==> config.mk <==
export PLATFORM = sky130hd
export DESIGN_NAME = ixc_skid_stage
export DESIGN_NICKNAME = d
export VERILOG_FILES = /design/src/rtl/ixc_skid_pkg.sv /design/src/rtl/ixc_skid_par_chk.sv /design/src/rtl/ixc_skid_stage.sv
export SDC_FILE = /design/constraint.sdc
export NUM_CORES = 1
export LEC_CHECK = 0
export CORE_AREA = 2 2 209 211
export CTS_CLUSTER_DIAMETER = 120
export DETAILED_ROUTE_END_ITERATION = 7
export DIE_AREA = 0 0 211 213
export DONT_BUFFER_PORTS = 1
export MAX_ROUTING_LAYER = met4
export PLACE_DENSITY = 0.65
export RECOVER_POWER = 100
export SKIP_LAST_GASP = 1
export SLEW_MARGIN = 20
export SYNTH_ARGS = -nofsm -noshare
export SYNTH_HDL_FRONTEND = slang
export SYNTH_SLANG_ARGS = --single-unit
==> constraint.sdc <==
create_clock -name clk -period 14.4 [get_ports clk]
set_input_delay 2.88 -clock clk [delete_from_list [all_inputs] [get_ports clk]]
set_output_delay 2.88 -clock clk [all_outputs]
set_load 0.05 [all_outputs]
==> src/rtl/ixc_skid_pkg.sv <==
`default_nettype none
// ============================================================================
// Module : ixc_skid_pkg
// Shared occupancy encoding and counter helpers for the ixc skid stage.
// Rev    : 1.0
// ============================================================================
package ixc_skid_pkg;

    typedef enum logic [1:0] {
        EMPTY = 2'd0,
        ONE   = 2'd1,
        TWO   = 2'd2
    } occ_t;

    localparam int IXC_SKID_CNT_W = 8;

    // Increment that sticks at all-ones instead of wrapping.
    function automatic logic [IXC_SKID_CNT_W-1:0] sat_inc(
        input logic [IXC_SKID_CNT_W-1:0] v
    );
        return (&v) ? v : v + 1'b1;
    endfunction

endpackage : ixc_skid_pkg
`default_nettype wire

==> src/rtl/ixc_skid_par_chk.sv <==
`default_nettype none
// ============================================================================
// Module : ixc_skid_par_chk
// Even-parity checker on accepted words: sticky flag plus saturating counter.
// Rev    : 1.0
// ============================================================================
module ixc_skid_par_chk
    import ixc_skid_pkg::*;
#(
    parameter int DATA_W = 263
) (
    input  logic                      clk,
    input  logic                      rst_n,
    input  logic [DATA_W-1:0]         data,
    input  logic                      par,
    input  logic                      accept,
    output logic                      err,
    output logic [IXC_SKID_CNT_W-1:0] err_cnt
);

    logic                      w_mismatch;
    logic                      r_err;
    logic [IXC_SKID_CNT_W-1:0] r_err_cnt;

    assign w_mismatch = accept & ((^data) ^ par);

    always_ff @(posedge clk or negedge rst_n) begin
        if (!rst_n) begin
            r_err     <= 1'b0;
            r_err_cnt <= '0;
        end else if (w_mismatch) begin
            r_err     <= 1'b1;
            r_err_cnt <= sat_inc(r_err_cnt);
        end
    end

    assign err     = r_err;
    assign err_cnt = r_err_cnt;

endmodule : ixc_skid_par_chk
`default_nettype wire

==> src/rtl/ixc_skid_stage.sv <==
`default_nettype none
// ============================================================================
// Module : ixc_skid_stage
// Two-entry registered valid/ready skid stage feeding the ixc_assign R bus.
// Optional parity checking enabled by the IXC_SKID_PARITY_EN macro.
// Rev    : 1.0
// ============================================================================
module ixc_skid_stage
    import ixc_skid_pkg::*;
#(
    parameter int DATA_W = 263
) (
    input  logic              clk,
    input  logic              rst_n,
    input  logic              in_valid,
    output logic              in_ready,
    input  logic [DATA_W-1:0] in_data,
    output logic              out_valid,
    input  logic              out_ready,
    output logic [DATA_W-1:0] out_data,
    output logic [1:0]        occ
`ifdef IXC_SKID_PARITY_EN
    ,
    input  logic                      in_par,
    output logic                      par_err,
    output logic [IXC_SKID_CNT_W-1:0] par_err_cnt
`endif
);

    occ_t              r_occ;
    logic              r_in_ready;
    logic [DATA_W-1:0] r_m_data;
    logic [DATA_W-1:0] r_s_data;

    logic w_push;
    logic w_pop;
    logic w_skid_load;

    assign w_push      = in_valid & r_in_ready;
    assign w_pop       = (r_occ != EMPTY) & out_ready;
    assign w_skid_load = (r_occ == ONE) & w_push & ~w_pop;

    // in_ready is loaded with (next occupancy != TWO) alongside the state.
    always_ff @(posedge clk or negedge rst_n) begin
        if (!rst_n) begin
            r_occ      <= EMPTY;
            r_in_ready <= 1'b1;
            r_m_data   <= '0;
        end else begin
            case (r_occ)
                EMPTY: begin
                    if (w_push) begin
                        r_m_data <= in_data;
                        r_occ    <= ONE;
                    end
                    r_in_ready <= 1'b1;
                end
                ONE: begin
                    if (w_push && w_pop) begin
                        r_m_data   <= in_data;
                        r_in_ready <= 1'b1;
                    end else if (w_push) begin
                        r_occ      <= TWO;
                        r_in_ready <= 1'b0;
                    end else if (w_pop) begin
                        r_occ      <= EMPTY;
                        r_in_ready <= 1'b1;
                    end
                end
                TWO: begin
                    if (w_pop) begin
                        r_m_data   <= r_s_data;
                        r_occ      <= ONE;
                        r_in_ready <= 1'b1;
                    end
                end
                default: begin
                    r_occ      <= EMPTY;
                    r_in_ready <= 1'b1;
                end
            endcase
        end
    end

    // Skid entry holds only live data while occupancy is TWO; no reset needed.
    always_ff @(posedge clk) begin
        if (w_skid_load) begin
            r_s_data <= in_data;
        end
    end

    assign in_ready  = r_in_ready;
    assign out_valid = (r_occ != EMPTY);
    assign out_data  = r_m_data;
    assign occ       = r_occ;

`ifdef IXC_SKID_PARITY_EN
    ixc_skid_par_chk #(
        .DATA_W (DATA_W)
    ) u_par_chk (
        .clk     (clk),
        .rst_n   (rst_n),
        .data    (in_data),
        .par     (in_par),
        .accept  (w_push),
        .err     (par_err),
        .err_cnt (par_err_cnt)
    );
`endif

endmodule : ixc_skid_stage
`default_nettype wire

==> results.txt <==
Detail Route Antenna Nets: 0
xor/xnor share of the synthesized area: 0.0008527
core footprint: 42700 um^2
TritonCTS buffer count: 54
failing checks: capacitance limit, slew limit
max-cap violations: 7
Worst Path Max Fanout: 102
clk sinks: 529
RSZ-0062 raised after global routing: no
synthesized cell area: 20540 um^2
clk_skew: 0.008656 ns
Synth Instances: 1466
DR vias: 12.21k
Clock Path Buffers: 3
setup_tns: 0 ns
TritonCTS clock tree: done
most frequent cells in the layout: 523 x o21ai_0, 265 x dfrtp_1, 263 x mux2i_1, 263 x edfxtp_1, 57 x clkbuf_16
clock slew at reported path FFs: 0.06 ns
CP Cell Sequence: inv_1 -> ha_1 -> a221o_1 -> clkbuf_1 -> o21ai_0 -> o21ai_0
post-synth top area share: 0.3845
final hold viol count: 0
Worst Path Buf+Inv: 2
Synth Register Bits: 529
Initial Utilization: 0.4811
Ports: 534
Worst Hold Class: flop to flop
first-pass GRT wire length: 76160 um
CP Launch Type: flop
crit-path max cell delay: 3.11 ns
critical path's most frequent cell: o21ai_0
GP Congestion: 0.8131
post-synth net total: 1737
Worst path slowest cell: clkbuf_1
layout filler cell count: 3462
final wirelength: 51570 um
most common cell after layout, fill and taps aside: o21ai_0
final net count: 1689
Die H: 213 um
actual slew at the worst max-slew pin: 4.496 ns
yosys warns: 0
Area contributors post-synth: edfxtp_1 38%, dfrtp_1 32%, mux2i_1 13%
GR Overflow Total: 0
root buf cell: clkbuf_16
slew margin rel.: -1.997
ANT cells: 0
hpwl dp: 32000 um
CTS hold repair buffers: 0
synth unique cells: 27
simple-gate share of the synthesized area: 0.002802
initial antenna violation count: 0
mean post-synth cell area: 14.01 um^2
GRT Overall Usage: 0.2267
Worst setup EP type: flop
minimum clock period: 9.231 ns
CP top delay family: buffers and inverters
Final period util: 0.6411
TritonRoute pass-1 iters: 5
post-synthesis compound-gate area fraction: 0.1315
Post-CTS Resized: 0
vias per std cell: 6.073
status: finished with violations
Die X: 211 um
DIE AREA: 44940 um^2
Critical Path RT: 14.90 ns
largest family of logic cells by synthesized area: compound AO/OA/AOI/OAI gates
max-slew violations: 484
# DRC: 0
CP Data Arrival Time: 9.73 ns
crit path kind: flop to flop
Adder-Cell Fraction of Synth Area: 0.002436
final setup fails: 0
H-tree depth: 2
Row Count: 76
Max Freq: 108.3 MHz
input/output buffers: 0
Synth-to-Final Area Change: 10.45%
post-synthesis sequential area ratio: 0.7086
WHS: 0.5258 ns
worst skew pair latency: 0.59 ns
# Post-CTS Setup Buffers: 0
ratio of cells with drive above 1 in the final layout: 0.06557
mux share of post-synthesis cell area: 0.1282
routed len/inst: 25.66 um
cell taking the most area after synthesis: edfxtp_1
largest net degree at the start of global routing: 267
vias in the first global route: 12.20k
DRT iter0 DRCs: 993
-- logic make-up (layout without fill, tap and decap cells) --
group                      count (synthesis)  in the layout
AOI/OAI and AO/OA                        537            537
muxes                                    263            263
adders and majority gates                  4              4
and+or+nand+nor                            9              9
xor gates and xnor gates                   2              2
DFF                                      529            529
buffers and inverters                    122            120
-- sequential cells by signal, indices dropped and copies added (netlist names) --
signal	flops
out_data	263
r_s_data	263
occ	2
in_ready	1
-- routing by layer --
metal,share of wire,track usage,vias up
li1,-,-,5364
met1,0.37,0.2710,6218
met2,0.48,0.3441,529
met3,0.12,0.1000,95
met4,0.030,0.07625,0
met5,0,-,-
-- path summary, 6_finish.rpt --
path / startpoint / end / slack (ns) / cells past startpoint
hold reg to reg: r_s_data[92] / out_data[92] / 0.53 / 2
min in group asynchronous: rst_n / out_data[57] / 1.98 / 0
setup / recovery: occ[0] / out_data[159] / 5.17 / 6
hold / removal: r_s_data[92] / out_data[92] / 0.53 / 2
setup reg to reg: occ[0] / out_data[159] / 5.17 / 6
max in group asynchronous: rst_n / out_data[102] / 11.69 / 0
-- Yosys cell counts --
| library cell | count |
|---|---|
| o21ai_0 | 422 |
| dfrtp_1 | 265 |
| edfxtp_1 | 263 |
| mux2i_1 | 263 |
| o21ai_1 | 106 |
| clkbuf_1 | 100 |
| buf_2 | 8 |
| buf_6 | 8 |
| inv_1 | 5 |
| a21oi_1 | 4 |
| ha_1 | 4 |
| nand2_1 | 2 |
| o22ai_1 | 2 |
| a21boi_0 | 1 |
| a221o_1 | 1 |
| a32oi_1 | 1 |
| buf_1 | 1 |
| dfstp_2 | 1 |
| nand2b_4 | 1 |
| nand3_1 | 1 |
| nand4b_1 | 1 |
| nor2_1 | 1 |
| nor2b_1 | 1 |
| nor4_1 | 1 |
| or2_1 | 1 |
| xnor2_1 | 1 |
| xor2_1 | 1 |
-- through the flow --
stage	setup WS [ns]	utilization	std cells	instance area, um^2
after floorplan	3.998	-	1466	20540
after global placement	8.359	0.4889	1908	20870
after detailed placement	8.219	0.4889	1908	20870
after CTS	8.851	0.5326	2010	22740
after global routing	4.460	0.5314	2010	22690
final	5.169	0.5314	2010	22690
-- worst register-to-register path, stage by stage, from the launching register on --
cell and delay [ns]:
dfrtp_1 0.65, inv_1 0.24, ha_1 2.15, a221o_1 2.29, clkbuf_1 3.12, o21ai_0 0.50, o21ai_0 0.21
-- area by class of cell --
type | count | area (um^2) | area share
Multi-Input combinational cell | 815 | 5474 | 0.2413
Clock inverter | 20 | 236.5 | 0.01042
Inverter | 5 | 18.77 | 0.0008272
Clock buffer | 82 | 1630 | 0.07185
Timing Repair Buffer | 13 | 91.34 | 0.004026
Tap cell | 546 | 683.2 | 0.03011
Sequential cell | 529 | 14560 | 0.6415
Power is not shown: default switching activity piles up to over one toggle a cycle in this logic, so the estimate is an artifact.
